--- src/rtl/if_fetch_buffer.sv ---
// if_fetch_buffer: instruction-fetch front end. It drives the instruction
// memory bus, queues fetched {instruction, pc} pairs in a small circular
// FIFO and hands them to decode through a valid/ready handshake. A redirect
// flushes the queue and restarts fetch at the new (word-aligned) PC.
module if_fetch_buffer #(
   parameter int unsigned     XLEN     = 32,
   parameter int unsigned     DEPTH    = 4,
   parameter logic [XLEN-1:0] RESET_PC = '0,
   parameter int unsigned     CW       = $clog2(DEPTH + 1)
) (
   input  logic            clk,
   input  logic            rst,
   output logic [XLEN-1:0] IAD,
   output logic            IREQ,
   input  logic            ACKI_n,
   input  logic [XLEN-1:0] IDT,
   input  logic            redirect,
   input  logic [XLEN-1:0] redirect_pc,
   input  logic            id_ready,
   output logic            inst_valid,
   output logic [XLEN-1:0] inst,
   output logic [XLEN-1:0] inst_pc,
   output logic [XLEN-1:0] inst_pc4,
   output logic [CW-1:0]   count
);

   localparam int unsigned     PW     = $clog2(DEPTH);
   localparam logic [CW-1:0]   FULL_C = CW'(DEPTH);
   localparam logic [PW-1:0]   LAST_C = PW'(DEPTH - 1);
   localparam logic [XLEN-1:0] STEP_C = XLEN'(4);

   logic [XLEN-1:0] inst_mem_q [DEPTH];
   logic [XLEN-1:0] pc_mem_q   [DEPTH];
   logic [XLEN-1:0] fetch_pc_q, fetch_pc_d;
   logic [PW-1:0]   rd_ptr_q, rd_ptr_d;
   logic [PW-1:0]   wr_ptr_q, wr_ptr_d;
   logic [CW-1:0]   count_q, count_d;
   logic            push;
   logic            pop;

   // Pointers wrap at DEPTH, which need not be a power of two.
   function automatic logic [PW-1:0] ptr_inc(input logic [PW-1:0] p);
      return (p == LAST_C) ? '0 : p + PW'(1);
   endfunction

   // Request whenever there is room; redirect kills the request in the same
   // cycle so a late acknowledge cannot slip a stale word into the queue.
   assign IREQ       = !rst && !redirect && (count_q != FULL_C);
   assign push       = IREQ && !ACKI_n;
   assign pop        = (count_q != '0) && id_ready && !redirect;

   assign IAD        = fetch_pc_q;
   assign inst_valid = (count_q != '0);
   assign inst       = inst_mem_q[rd_ptr_q];
   assign inst_pc    = pc_mem_q[rd_ptr_q];
   assign inst_pc4   = pc_mem_q[rd_ptr_q] + STEP_C;
   assign count      = count_q;

   // Next-state for fetch PC, pointers and occupancy; redirect wins over all.
   always_comb begin
      fetch_pc_d = fetch_pc_q;
      rd_ptr_d   = rd_ptr_q;
      wr_ptr_d   = wr_ptr_q;
      count_d    = count_q;
      if (redirect) begin
         fetch_pc_d = {redirect_pc[XLEN-1:2], 2'b00};
         rd_ptr_d   = '0;
         wr_ptr_d   = '0;
         count_d    = '0;
      end else begin
         if (push) begin
            wr_ptr_d   = ptr_inc(wr_ptr_q);
            fetch_pc_d = fetch_pc_q + STEP_C;
         end
         if (pop) begin
            rd_ptr_d = ptr_inc(rd_ptr_q);
         end
         count_d = count_q + CW'(push) - CW'(pop);
      end
   end

   // Control state registers.
   always_ff @(posedge clk or posedge rst) begin
      if (rst) begin
         fetch_pc_q <= RESET_PC;
         rd_ptr_q   <= '0;
         wr_ptr_q   <= '0;
         count_q    <= '0;
      end else begin
         fetch_pc_q <= fetch_pc_d;
         rd_ptr_q   <= rd_ptr_d;
         wr_ptr_q   <= wr_ptr_d;
         count_q    <= count_d;
      end
   end

   // FIFO storage; cleared on reset so the head reads as zero afterwards.
   always_ff @(posedge clk or posedge rst) begin
      if (rst) begin
         for (int i = 0; i < int'(DEPTH); i++) begin
            inst_mem_q[i] <= '0;
            pc_mem_q[i]   <= '0;
         end
      end else if (push) begin
         inst_mem_q[wr_ptr_q] <= IDT;
         pc_mem_q[wr_ptr_q]   <= fetch_pc_q;
      end
   end

endmodule

--- config.mk ---
export PLATFORM = sky130hd
export DESIGN_NAME = if_fetch_buffer
export DESIGN_NICKNAME = d
export VERILOG_FILES = /design/src/rtl/if_fetch_buffer.sv
export SDC_FILE = /design/constraint.sdc
export NUM_CORES = 1
export LEC_CHECK = 0
export CORE_ASPECT_RATIO = 0.8
export CORE_MARGIN = 4
export CORE_UTILIZATION = 45
export DETAILED_ROUTE_END_ITERATION = 8
export PLACE_DENSITY_LB_ADDON = 0.15
export SLEW_MARGIN = 5
export SYNTH_ARGS = -nofsm -noshare
export SYNTH_HDL_FRONTEND = slang
export SYNTH_SLANG_ARGS = --single-unit
export TNS_END_PERCENT = 30
--- constraint.sdc ---
create_clock -name clk -period 11.7 [get_ports clk]
set_clock_uncertainty 0.2 [all_clocks]
set_input_delay 1.17 -clock clk [delete_from_list [all_inputs] [get_ports clk]]
set_output_delay 1.17 -clock clk [all_outputs]
set_load 0.05 [all_outputs]
# After elaboration in Yosys (flattened, before gate mapping)
# Index checks and enable logic that the tools add are counted.
# totals
ff_bits	295
latch_bits	0
ram_bits	0
romBits	0
input_bits	69
output_inout_bits	133
elab_cells	57
n_memories	0
# classes
n_addsub	6
mul	0
n_div	0
order_cmp	3
n_eq_ne	3
n_shift	0
n_mux	19
bitwise_logic	2
n_reduce_logical	12
# ops
cell	count
128-bit bitwise mux	2
32-bit 2-to-1 mux	7
32-bit binary-select mux with 2-bit select	2
32-bit by 3-bit adder with 32-bit output (second input constant)	2
32-bit demux with 2-bit select	1
2-bit 2-to-1 mux	6
3-bit >= comparator (second input constant)	2
1-bit logical AND	6
2-bit inverter with 3-bit output	2
2-bit by 1-bit adder with 2-bit output (second input constant)	2
2-bit == test (second input constant)	2
2-bit nonzero test	2
3-bit by 1-bit adder with 3-bit output	1
1-bit logical NOT	3
3-bit by 1-bit less-than comparator with 1-bit output (second input constant)	1
3-bit 2-to-1 mux	1
3-bit inequality test (second input constant)	1
3-bit nonzero test	1
3-bit by 1-bit subtractor with 3-bit output	1

# Depth between registers and ports, before layout
# Gate-level depths: netlist of run 1.
# depth
depth_word	7
mapped_depth	11
depth_no_buf	10

# Worst setup path after synthesis of run 1
# OpenSTA, ideal clock, no wires.
# synth_path
path_kind	reg2out
start	register rd_ptr_q[0]
end	output inst_pc4[14]
arrival_time_ns	2.978
t_required_ns	10.330
slack_ns	7.352
stages_incl_launch_ff	8
path_buffers	2
path_cell_list	dfrtp_1 buf_6 buf_12 mux4_1 ha_1 and4_1 and3_1 xor2_1
# synth_between
elab_chain_cells	5
# synth_lines
element	line	text
start, declared	35	logic [PW-1:0] rd_ptr_q, rd_ptr_d;
start signal, assigned	91	rd_ptr_q <= rd_ptr_d;
2-bit inverter with 3-bit output	--	
32-bit binary-select mux with 2-bit select	--	
32-bit 2-to-1 mux (2 in series)	--	
named net inst_pc[2]	22	output logic [XLEN-1:0] inst_pc,
32-bit by 3-bit adder with 32-bit output	56	assign inst_pc4 = pc_mem_q[rd_ptr_q] + STEP_C;
end, declared	23	output logic [XLEN-1:0] inst_pc4,
# The timed path passes the listed nets, and every way through them passes these cells. The select of a mux whose other input is x is not followed.

# Worst setup path after layout of run 1
# layout_path
start	register rd_ptr_q[0]
end	output inst_pc4[31]
# layout_between
elab_chain_cells	5
# layout_lines
element	line
2-bit inverter with 3-bit output (not written as such)	56
32-bit binary-select mux with 2-bit select	56
32-bit 2-to-1 mux (not written as such) (2 in series)	56
32-bit by 3-bit adder with 32-bit output	56
# Every way passes these cells. The select of a mux whose other input is x is not followed.

==> results.cfg, run 1 <==
[critical_path]
crit_path_start_kind = flop
crit_chain = buf_4, mux4_1, and2_1, nand4_4, nor4_2, xor2_1, clkdlybuf4s50_1
critPathRequiredTime_ps = 10330
cp_slowest_cell = clkdlybuf4s50_1
crit_path_max_fanout = 47
criticalPathCategory = flop to output pin
end_kind = output pin
cp_data_arrival_time_ps = 4670
critPathMaxStageDelay_ps = 820

[clocking]
cts_setup_buffers = 0
path_clk_slew_ps = 60
cts_tree = done
clock_path_buffers = 3
postCtsResizedCells = 0
cts_max_level = 1
clkLatencyLatePin_ps = 530
clock_sinks = 285
cts_root_buf = clkbuf_16
hold_buffers = 0
cts_buffers = 29

[grt]
track_usage_pct = 19.9
grt_overflow = 0
antenna_found_initial = 1
grt_pass1_wl_um = 52500
grt_pass1_vias = 8912
met1_usage_pct = 29.1
met2_usage_pct = 31.9
grt_busiest_layer = met2
grt_start_max_net_pins = 125
met3_usage_pct = 3.24

[placement]
io_buffers = 193
place_congestion = 0.788
dp_cells = 1493
post-place-ws_ps = 6140
dp.final_hpwl_um = 20600

[job]
maxCapViolations = 0

[final_layout]
syn2layout_area_growth_pct = 22.7
num_antenna_cells = 0
layout-drive-gt1-share_pct = 32.5
nets = 1196
final_cells = 1543
fin_util_pct = 56.5

[synth]
synth_flop_cell = dfrtp_1
synth.top_cell.area_share_pct = 52.2
synth_edf_count = 0
ys_warn_count = 0
synth.most_common_cell = dfrtp_1
syn_avg_cell_area_um2 = 14.3
ys_types = 53
synth_area_um2 = 13700
synth_area_leader_cell = dfrtp_1
async_reset_ff_share_pct = 100
yosys_register_bits = 285
syn_inst = 954
ys_seq_area_share_pct = 52.2
synth_common_cells = 285 x dfrtp_1, 238 x mux2_2, 57 x nand2_1
synth_area_leaders = dfrtp_1 52%, mux2_2 20%, mux4_2 8.1%, mux4_1 2.5%, nand2_1 1.6%

[die]
start_util_pct = 46.1
io_pins = 202
core-area_um2 = 29600
die_y_um = 164
chipWidth_um = 203
design.die.area_um2 = 33200
fp-row-count = 56

[sta]
fin_ws_ps = 5660
fmax_mhz = 166
hold_slack_ps = 287
final_max_slew_viol_count = 0
finalHoldViolations = 0
slew-limit-headroom_pct = 25.6
fin_setup_tns_ps = 0
setup_violations = 0
rsz0062_at_grt = no
fin_crit_sh_pct = 51.6
post-route-min-period_ps = 6040
max_slew.worst_pin.slew_ps = 1120

[detailed_routing]
totalWireLength_um = 33100
dr.pass1.iters = 4
vias = 8608
antenna_left = 0
route.detailed.drc = 0
wire_per_inst_um = 21.5
drt_iter0_markers = 394
vias_per_cell = 5.58

[power_and_ir_drop]
internal_power_mw = 2.75
power.density_nw_per_um2 = 284
power_frac_seq_pct = 30.6
swShare_pct = 42.2
peakVddDrop_uv = 299
clkPwrFrac_pct = 19.2
comb_power_share_pct = 50.1
p_leak_nw = 7.40
switching_power_mw = 2.01

[hold_path]
hold_class = flop to flop

[status]
status = completed
-- state kept, by name (all words and copies together) (netlist names) --
name,cells
IAD,30
count,3
inst_mem_q,128
pc_mem_q,120
rd_ptr_q,2
wr_ptr_q,2
-- power by group through the flow --
stage / logic, mW / registers, mW / clock network [mW]
6_report: 2.39 / 1.46 / 0.915
5_1_grt: 2.51 / 1.49 / 0.978
4_1_cts: 2.41 / 1.46 / 0.935
3_5_place_dp: 2.41 / 1.47 / 0
3_3_place_gp: 2.39 / 1.46 / 0
2_1_floorplan: 1.72 / 1.45 / 0
-- worst max-delay path: cells and delay by family, from the launching register on --
family	cells	cell delay, ps
mux	1	550
xor+xnor	1	180
simple gates	3	1100
buf+inv	2	1620
flops	1	610
-- metrics by stage --
step | area, µm² | total power [mW]
2_1_floorplan | 13700 | 3.16
3_3_place_gp | 15800 | 3.85
3_5_place_dp | 15800 | 3.88
4_1_cts | 16800 | 4.81
5_1_grt | 16800 | 4.98
6_report | 16800 | 4.76
-- area by class of cell --
cell class / instances / area, µm²
Clock buffer: 37 / 786
Sequential cell: 285 / 7140
Multi-Input combinational cell: 589 / 6140
Clock inverter: 13 / 140
Tap cell: 406 / 508
Timing Repair Buffer: 202 / 1990
Fill cell: 2481 / 12900
Inverter: 11 / 48.8
-- path summary, 6_finish.rpt --
path / from / endpoint / slack (ps) / depth (start not counted)
setup / recovery: rd_ptr_q[0]$_DFFE_PP0P_ / inst_pc4[31] / 5660 / 7
hold / removal: pc_mem_q[27]$_DFFE_PP0P_ / pc_mem_q[27]$_DFFE_PP0P_ / 290 / 2
setup reg to reg: count[1]$_DFF_PP0_ / inst_mem_q[17]$_DFFE_PP0P_ / 8460 / 5
hold reg to reg: pc_mem_q[27]$_DFFE_PP0P_ / pc_mem_q[27]$_DFFE_PP0P_ / 290 / 2
max in group asynchronous: rst / inst_mem_q[122]$_DFFE_PP0P_ / 8740 / 3
min in group asynchronous: rst / IAD[19]$_DFFE_PP0N_ / 1170 / 2
-- logic make-up (layout without fill, tap and decap cells) --
logic type	Yosys count	after routing	synth area share, %
adders and majority gates	9	9	0.880
AOI/OAI and AO/OA	68	68	3.58
muxes	309	309	30.9
and+or+nand+nor	164	164	7.06
xor gates and xnor gates	33	33	2.12
DFF	285	285	52.2
other	1	6	0.0275
buffers and inverters	85	263	3.14
-- layout by cell type (no fill, tap or decap), types with 11 or more instances in the layout --
| cell | instances |
|---|---|
| mux4_1 | 13 |
| clkdlybuf4s50_1 | 192 |
| nand3_1 | 21 |
| and3_1 | 11 |
| nand2_1 | 53 |
| mux4_2 | 49 |
| o21ai_0 | 26 |
| dfrtp_1 | 283 |
| clkbuf_16 | 29 |
| nor2_1 | 19 |
| xor2_1 | 24 |
| mux2_2 | 238 |
| nand4_1 | 12 |
-- layer usage --
layer | vias up | wire length [µm]
li1 | 3869 | -
met1 | 4513 | 15500
met2 | 181 | 15700
met3 | 43 | 1400
met4 | 2 | 577
met5 | - | 20
(Power assumes the default switching activity.)
==> run 2, diff against run 1 <==
Clock period 11.7 ns to 5.9 ns, I/O delays scaled along.
==> run 2 against run 1 <==
Via count barely moved. Hold slack got worse by 12 ps. Combinational power rose by 97%. Power rose by 110%. Sequential share of layout area fell by 0.61 points. First-iteration DRC count fell by 6.9%. Non-clock buffer count rose by 1. Register-to-register slack got worse by 6100 ps. Clock power rose by 140%. Sequential power rose by 100%. Setup slack got worse by 4700 ps. Die area did not move. Highest routed layer is now met4.
==> results.cfg, run 2 (synthesis results as in run 1) <==
[sta]
slew-limit-headroom_pct = 26.5
fin_ws_ps = 932
fin_setup_tns_ps = 0
final_max_slew_viol_count = 0
post-route-min-period_ps = 4970
setup_violations = 0
max_slew.worst_pin.slew_ps = 1100
fin_crit_sh_pct = 84.2
fmax_mhz = 201
rsz0062_at_grt = no
finalHoldViolations = 0

[placement]
dp.final_hpwl_um = 20400
post-place-ws_ps = 1500
place_congestion = 0.754
dpl_cell_area_um2 = 15800
io_buffers = 193
dp_cells = 1494

[detailed_routing]
dr.pass1.iters = 6
wire_per_inst_um = 21.3
totalWireLength_um = 33000
vias = 8610
vias_per_cell = 5.55
antenna_left = 0
drt_iter0_markers = 367
route.detailed.drc = 0

[grt]
track_usage_pct = 20.0
grt_pass1_vias = 8979
grt_overflow = 0
grt_pass1_wl_um = 52600
antenna_found_initial = 0
grt_start_max_net_pins = 143

[power_and_ir_drop]
p_leak_nw = 7.50
peakVddDrop_uv = 716
power.density_nw_per_um2 = 576
total_power_mw = 9.80

[final_layout]
layout_commonest_cell = dfrtp_1
final_area_um2 = 17000
num_antenna_cells = 0
seqCellArea_um2 = 7140
syn2layout_area_growth_pct = 24.5
nets = 1198
fillCellCount = 2430
layout-drive-gt1-share_pct = 33.0
final_cells = 1550
regMostFlops = inst_mem_q
largest_register_ffs = 128
layout_common_cells = 283 x dfrtp_1, 238 x mux2_2, 192 x clkdlybuf4s50_1, 53 x nand2_1, 49 x mux4_2
multi_input_area_um2 = 6140

[die]
chipWidth_um = 203
core-area_um2 = 29600
die_y_um = 164
io_pins = 202
design.die.area_um2 = 33200
start_util_pct = 46.1
fp-row-count = 56

[critical_path]
crit_path_max_fanout = 34
critPathRequiredTime_ps = 5110
crit_path_start_kind = flop
cp_data_arrival_time_ps = 4180
criticalPathCategory = flop to output pin
end_kind = output pin

[clocking]
clock_sinks = 285
cts_buffers = 30
cts_setup_buffers = 0
clkLatencyLatePin_ps = 560
postCtsResizedCells = 0
hold_buffers = 0
clock_path_buffers = 3
cts_root_buf = clkbuf_16
cts_tree = done
path_clk_slew_ps = 70
cts_max_level = 1

[job]
maxCapViolations = 0

[status]
status = completed

[hold_path]
hold_class = primary input to flop
==> run 2: changes by cell type in the layout (fill, tap and decap cells not counted), sizes merged <==
cell      previous run  this run
clkinv              11         7
clkbuf              37        38
clkinvlp             0         4
bufinv               3         9
inv                 10         9
buf                 10        11
==> run 2: through the flow <==
stage	hold slack, ps	util [%]
2_1_floorplan	245	-
3_3_place_gp	258	53.5
5_1_grt	307	57.4
3_5_place_dp	271	53.5
6_report	275	57.4
4_1_cts	267	57.4
==> run 2: critical path, stage by stage (launching register included) <==
cell             delay [ps]
dfrtp_4                 910
mux4_1                  770
and3_1                  330
and4_1                  360
and3_1                  230
xor2_1                  150
clkdlybuf4s50_1         830
==> run 2: final cells by class <==
class                           count  share of cell area (%)
Clock buffer                       38                    4.83
Multi-Input combinational cell    589                    36.1
Tap cell                          406                    2.99
Timing Repair Buffer              203                    11.8
Sequential cell                   285                    42.0
Inverter                           11                   0.265
Clock inverter                     18                    1.97
==> run 2: final timing paths <==
check                      depth (start not counted)                      start                         end  slack, ps
setup / recovery                                   6    rd_ptr_q[0]$_DFFE_PP0P_                inst_pc4[12]        930
max in group asynchronous                          4                        rst  inst_mem_q[82]$_DFFE_PP0P_       3720
hold reg to reg                                    2  pc_mem_q[123]$_DFFE_PP0P_   pc_mem_q[123]$_DFFE_PP0P_        270
min in group asynchronous                          3                        rst  inst_mem_q[46]$_DFFE_PP0P_        400
setup reg to reg                                  11         count[1]$_DFF_PP0_          count[2]$_DFF_PP0_       2350
hold / removal                                     3                   redirect         IAD[29]$_DFFE_PP0N_        270
==> run 2: metal layers <==
layer	up-vias	wire length, µm	track usage [%]
met5	-	0	0
met4	0	541	3.86
met2	207	15400	31.9
met1	4463	15400	29.1
li1	3899	-	-
met3	41	1650	4.11
==> run 2: power by group <==
part,total [mW],internal [mW],leakage [nW],switching (mW)
combinational,4.71,1.86,3.24,2.85
clock,2.17,1.38,0.557,0.793
sequential,2.92,2.53,3.70,0.389
total,9.80,5.77,7.50,4.03
==> run 3, diff against run 2 <==
Clock period 5.9 ns to 4.3 ns, I/O delays scaled along.
==> run 3 against run 2 <==
First-iteration DRC count increased by 33%. Critical path depth unchanged. Register-to-register slack got worse by 1100 ps. Critical path type unchanged. Critical endpoint is now inst_pc4[28]. Largest cell class unchanged. Largest power group unchanged.
==> results.cfg, run 3 (synthesis results as in run 1) <==
[status]
status = completed

[die]
start_util_pct = 46.1
fp-row-count = 56
die_y_um = 164
chipWidth_um = 203
io_pins = 202
core-area_um2 = 29600
design.die.area_um2 = 33200

[grt]
track_usage_pct = 20.3
grt_overflow = 0
antenna_found_initial = 1
grt_start_max_net_pins = 129
grt_pass1_vias = 8911
grt_pass1_wl_um = 53300

[placement]
place_congestion = 0.766
dp.final_hpwl_um = 21800
io_buffers = 193

[final_layout]
layout_common_cells = 283 x dfrtp_1, 238 x mux2_2, 168 x clkdlybuf4s50_1, 53 x nand2_1, 49 x mux4_2
layout_commonest_cell = dfrtp_1
syn2layout_area_growth_pct = 23.4
nets = 1207
seqCellArea_um2 = 7140
layout-drive-gt1-share_pct = 33.9
fin_util_pct = 56.8
regMostFlops = inst_mem_q
largest_register_ffs = 128
multi_input_area_um2 = 6140
fillCellCount = 2464

[critical_path]
end_kind = output pin
crit_chain = mux4_1, and3_1, nand4_4, nor4_2, xor2_1, clkdlybuf4s15_1
criticalPathCategory = flop to output pin
worstSetupPathDepth = 6
setup.worst_path.start = rd_ptr_q[0]$_DFFE_PP0P_
cp_slowest_cell = dfrtp_4
crit_path_max_fanout = 22
cp_top_family = simple AND/OR/NAND/NOR gates
critPathRequiredTime_ps = 3670
reg2reg_slack_ps = 1270
path_buf_inv = 1
rr_endpoint = count[2]$_DFF_PP0_
critPathMaxStageDelay_ps = 670
reg2regPathDepth = 10
cp_data_arrival_time_ps = 3500
crit_path_start_kind = flop
r2r_start = count[1]$_DFF_PP0_
worstSetupEndpoint = inst_pc4[28]

[detailed_routing]
totalWireLength_um = 33600
antenna_left = 0
wire_per_inst_um = 21.6
route.detailed.drc = 0
vias_per_cell = 5.55
vias = 8632
drt_iter0_markers = 487
dr.pass1.iters = 4

[sta]
fmax_mhz = 242
setup_violations = 0
slew-limit-headroom_pct = 26.8
rsz0062_at_grt = no
post-route-min-period_ps = 4130
fin_crit_sh_pct = 96.0
final_max_slew_viol_count = 0
max_slew.worst_pin.slew_ps = 1090
finalHoldViolations = 0

[power_and_ir_drop]
internal_power_mw = 7.38
clkPwrFrac_pct = 19.0
comb_power_share_pct = 50.0
switching_power_mw = 5.50
power_frac_seq_pct = 31.0
swShare_pct = 42.7
total_power_mw = 12.9
power.density_nw_per_um2 = 765
peakVddDrop_uv = 716
p_leak_nw = 7.52

[hold_path]
holdPathStages = 4
hold_class = primary input to flop

[clocking]
postCtsResizedCells = 10
clock_path_buffers = 3
cts_buffers = 29
hold_buffers = 0
cts_root_buf = clkbuf_16
cts_max_level = 1
cts_tree = done
clock_sinks = 285
path_clk_slew_ps = 60
cts_setup_buffers = 0
clkLatencyLatePin_ps = 560

[job]
maxCapViolations = 0
## run 3: cell count changes in the layout (fill, tap and decap cells not counted), moves of 2 or more
cell             before  now
clkdlybuf4s50_1     192  168
buf_4                 9   28
bufinv_16             9    1
dlygate4sd2_1         0    8
clkbuf_1              4    9
buf_12                1    4
clkbuf_8              4    7
clkinvlp_4            4    1
clkdlybuf4s15_1       0    2
dlymetal6s2s_1        0    2
## run 3: worst min-delay path by stage
stage / endpoint / from
after floorplan: pc_mem_q[59]$_DFFE_PP0P_ / pc_mem_q[59]$_DFFE_PP0P_
after global placement: pc_mem_q[91]$_DFFE_PP0P_ / pc_mem_q[91]$_DFFE_PP0P_
after detailed placement: pc_mem_q[27]$_DFFE_PP0P_ / pc_mem_q[27]$_DFFE_PP0P_
after CTS: IAD[5]$_DFFE_PP0N_ / redirect_pc[5]
after global routing: IAD[13]$_DFFE_PP0N_ / redirect_pc[13]
final: IAD[3]$_DFFE_PP0N_ / redirect
## run 3: worst reg2reg max path: stages, from the launching register on
cell	delay (ps)
dfrtp_1	490
nor2_1	140
a2111oi_4	770
inv_1	170
ha_1	320
inv_1	50
ha_1	130
inv_1	40
fa_1	370
xnor2_1	160
nor2_1	50
## run 3: layout make-up
| class | count | area share (%) |
|---|---|---|
| clock buffer | 45 | 5.08 |
| inverter | 11 | 0.267 |
| antenna | 1 | 0.0149 |
| timing repair buffer | 213 | 12.4 |
| clock inverter | 6 | 0.349 |
| multi-input combinational | 589 | 36.5 |
| sequential | 285 | 42.4 |
| tap | 406 | 3.02 |
## run 3: power groups by stage
stage | Clock (mW) | Combinational [mW] | Sequential, mW
floorplan | 0 | 4.67 | 3.93
global placement | 0 | 6.50 | 4.00
detailed placement | 0 | 6.54 | 4.03
CTS | 2.51 | 6.52 | 3.99
global route | 2.62 | 6.77 | 4.09
finish | 2.44 | 6.45 | 3.99
## run 3: layer usage
metal | track usage, % | part of all wire, % | up-vias
met4 | 3.30 | 1.3 | 2
met2 | 32.3 | 47 | 174
met1 | 30.0 | 47 | 4512
met3 | 3.95 | 4.3 | 38
li1 | - | - | 3906
met5 | 0 | 0.033 | -
## run 3: per-stage QoR
step                      worst slack (ps)  TNS, ps  instance area [µm²]  hold WS, ps  instances
after floorplan                       -107   -30570                13700          245        959
after global placement                 472        0                15900          260       1504
after detailed placement               449        0                15900          271       1504
after CTS                             18.7        0                16800          223       1555
after global routing                  3.08        0                16800          279       1555
final                                  171        0                16800          264       1556
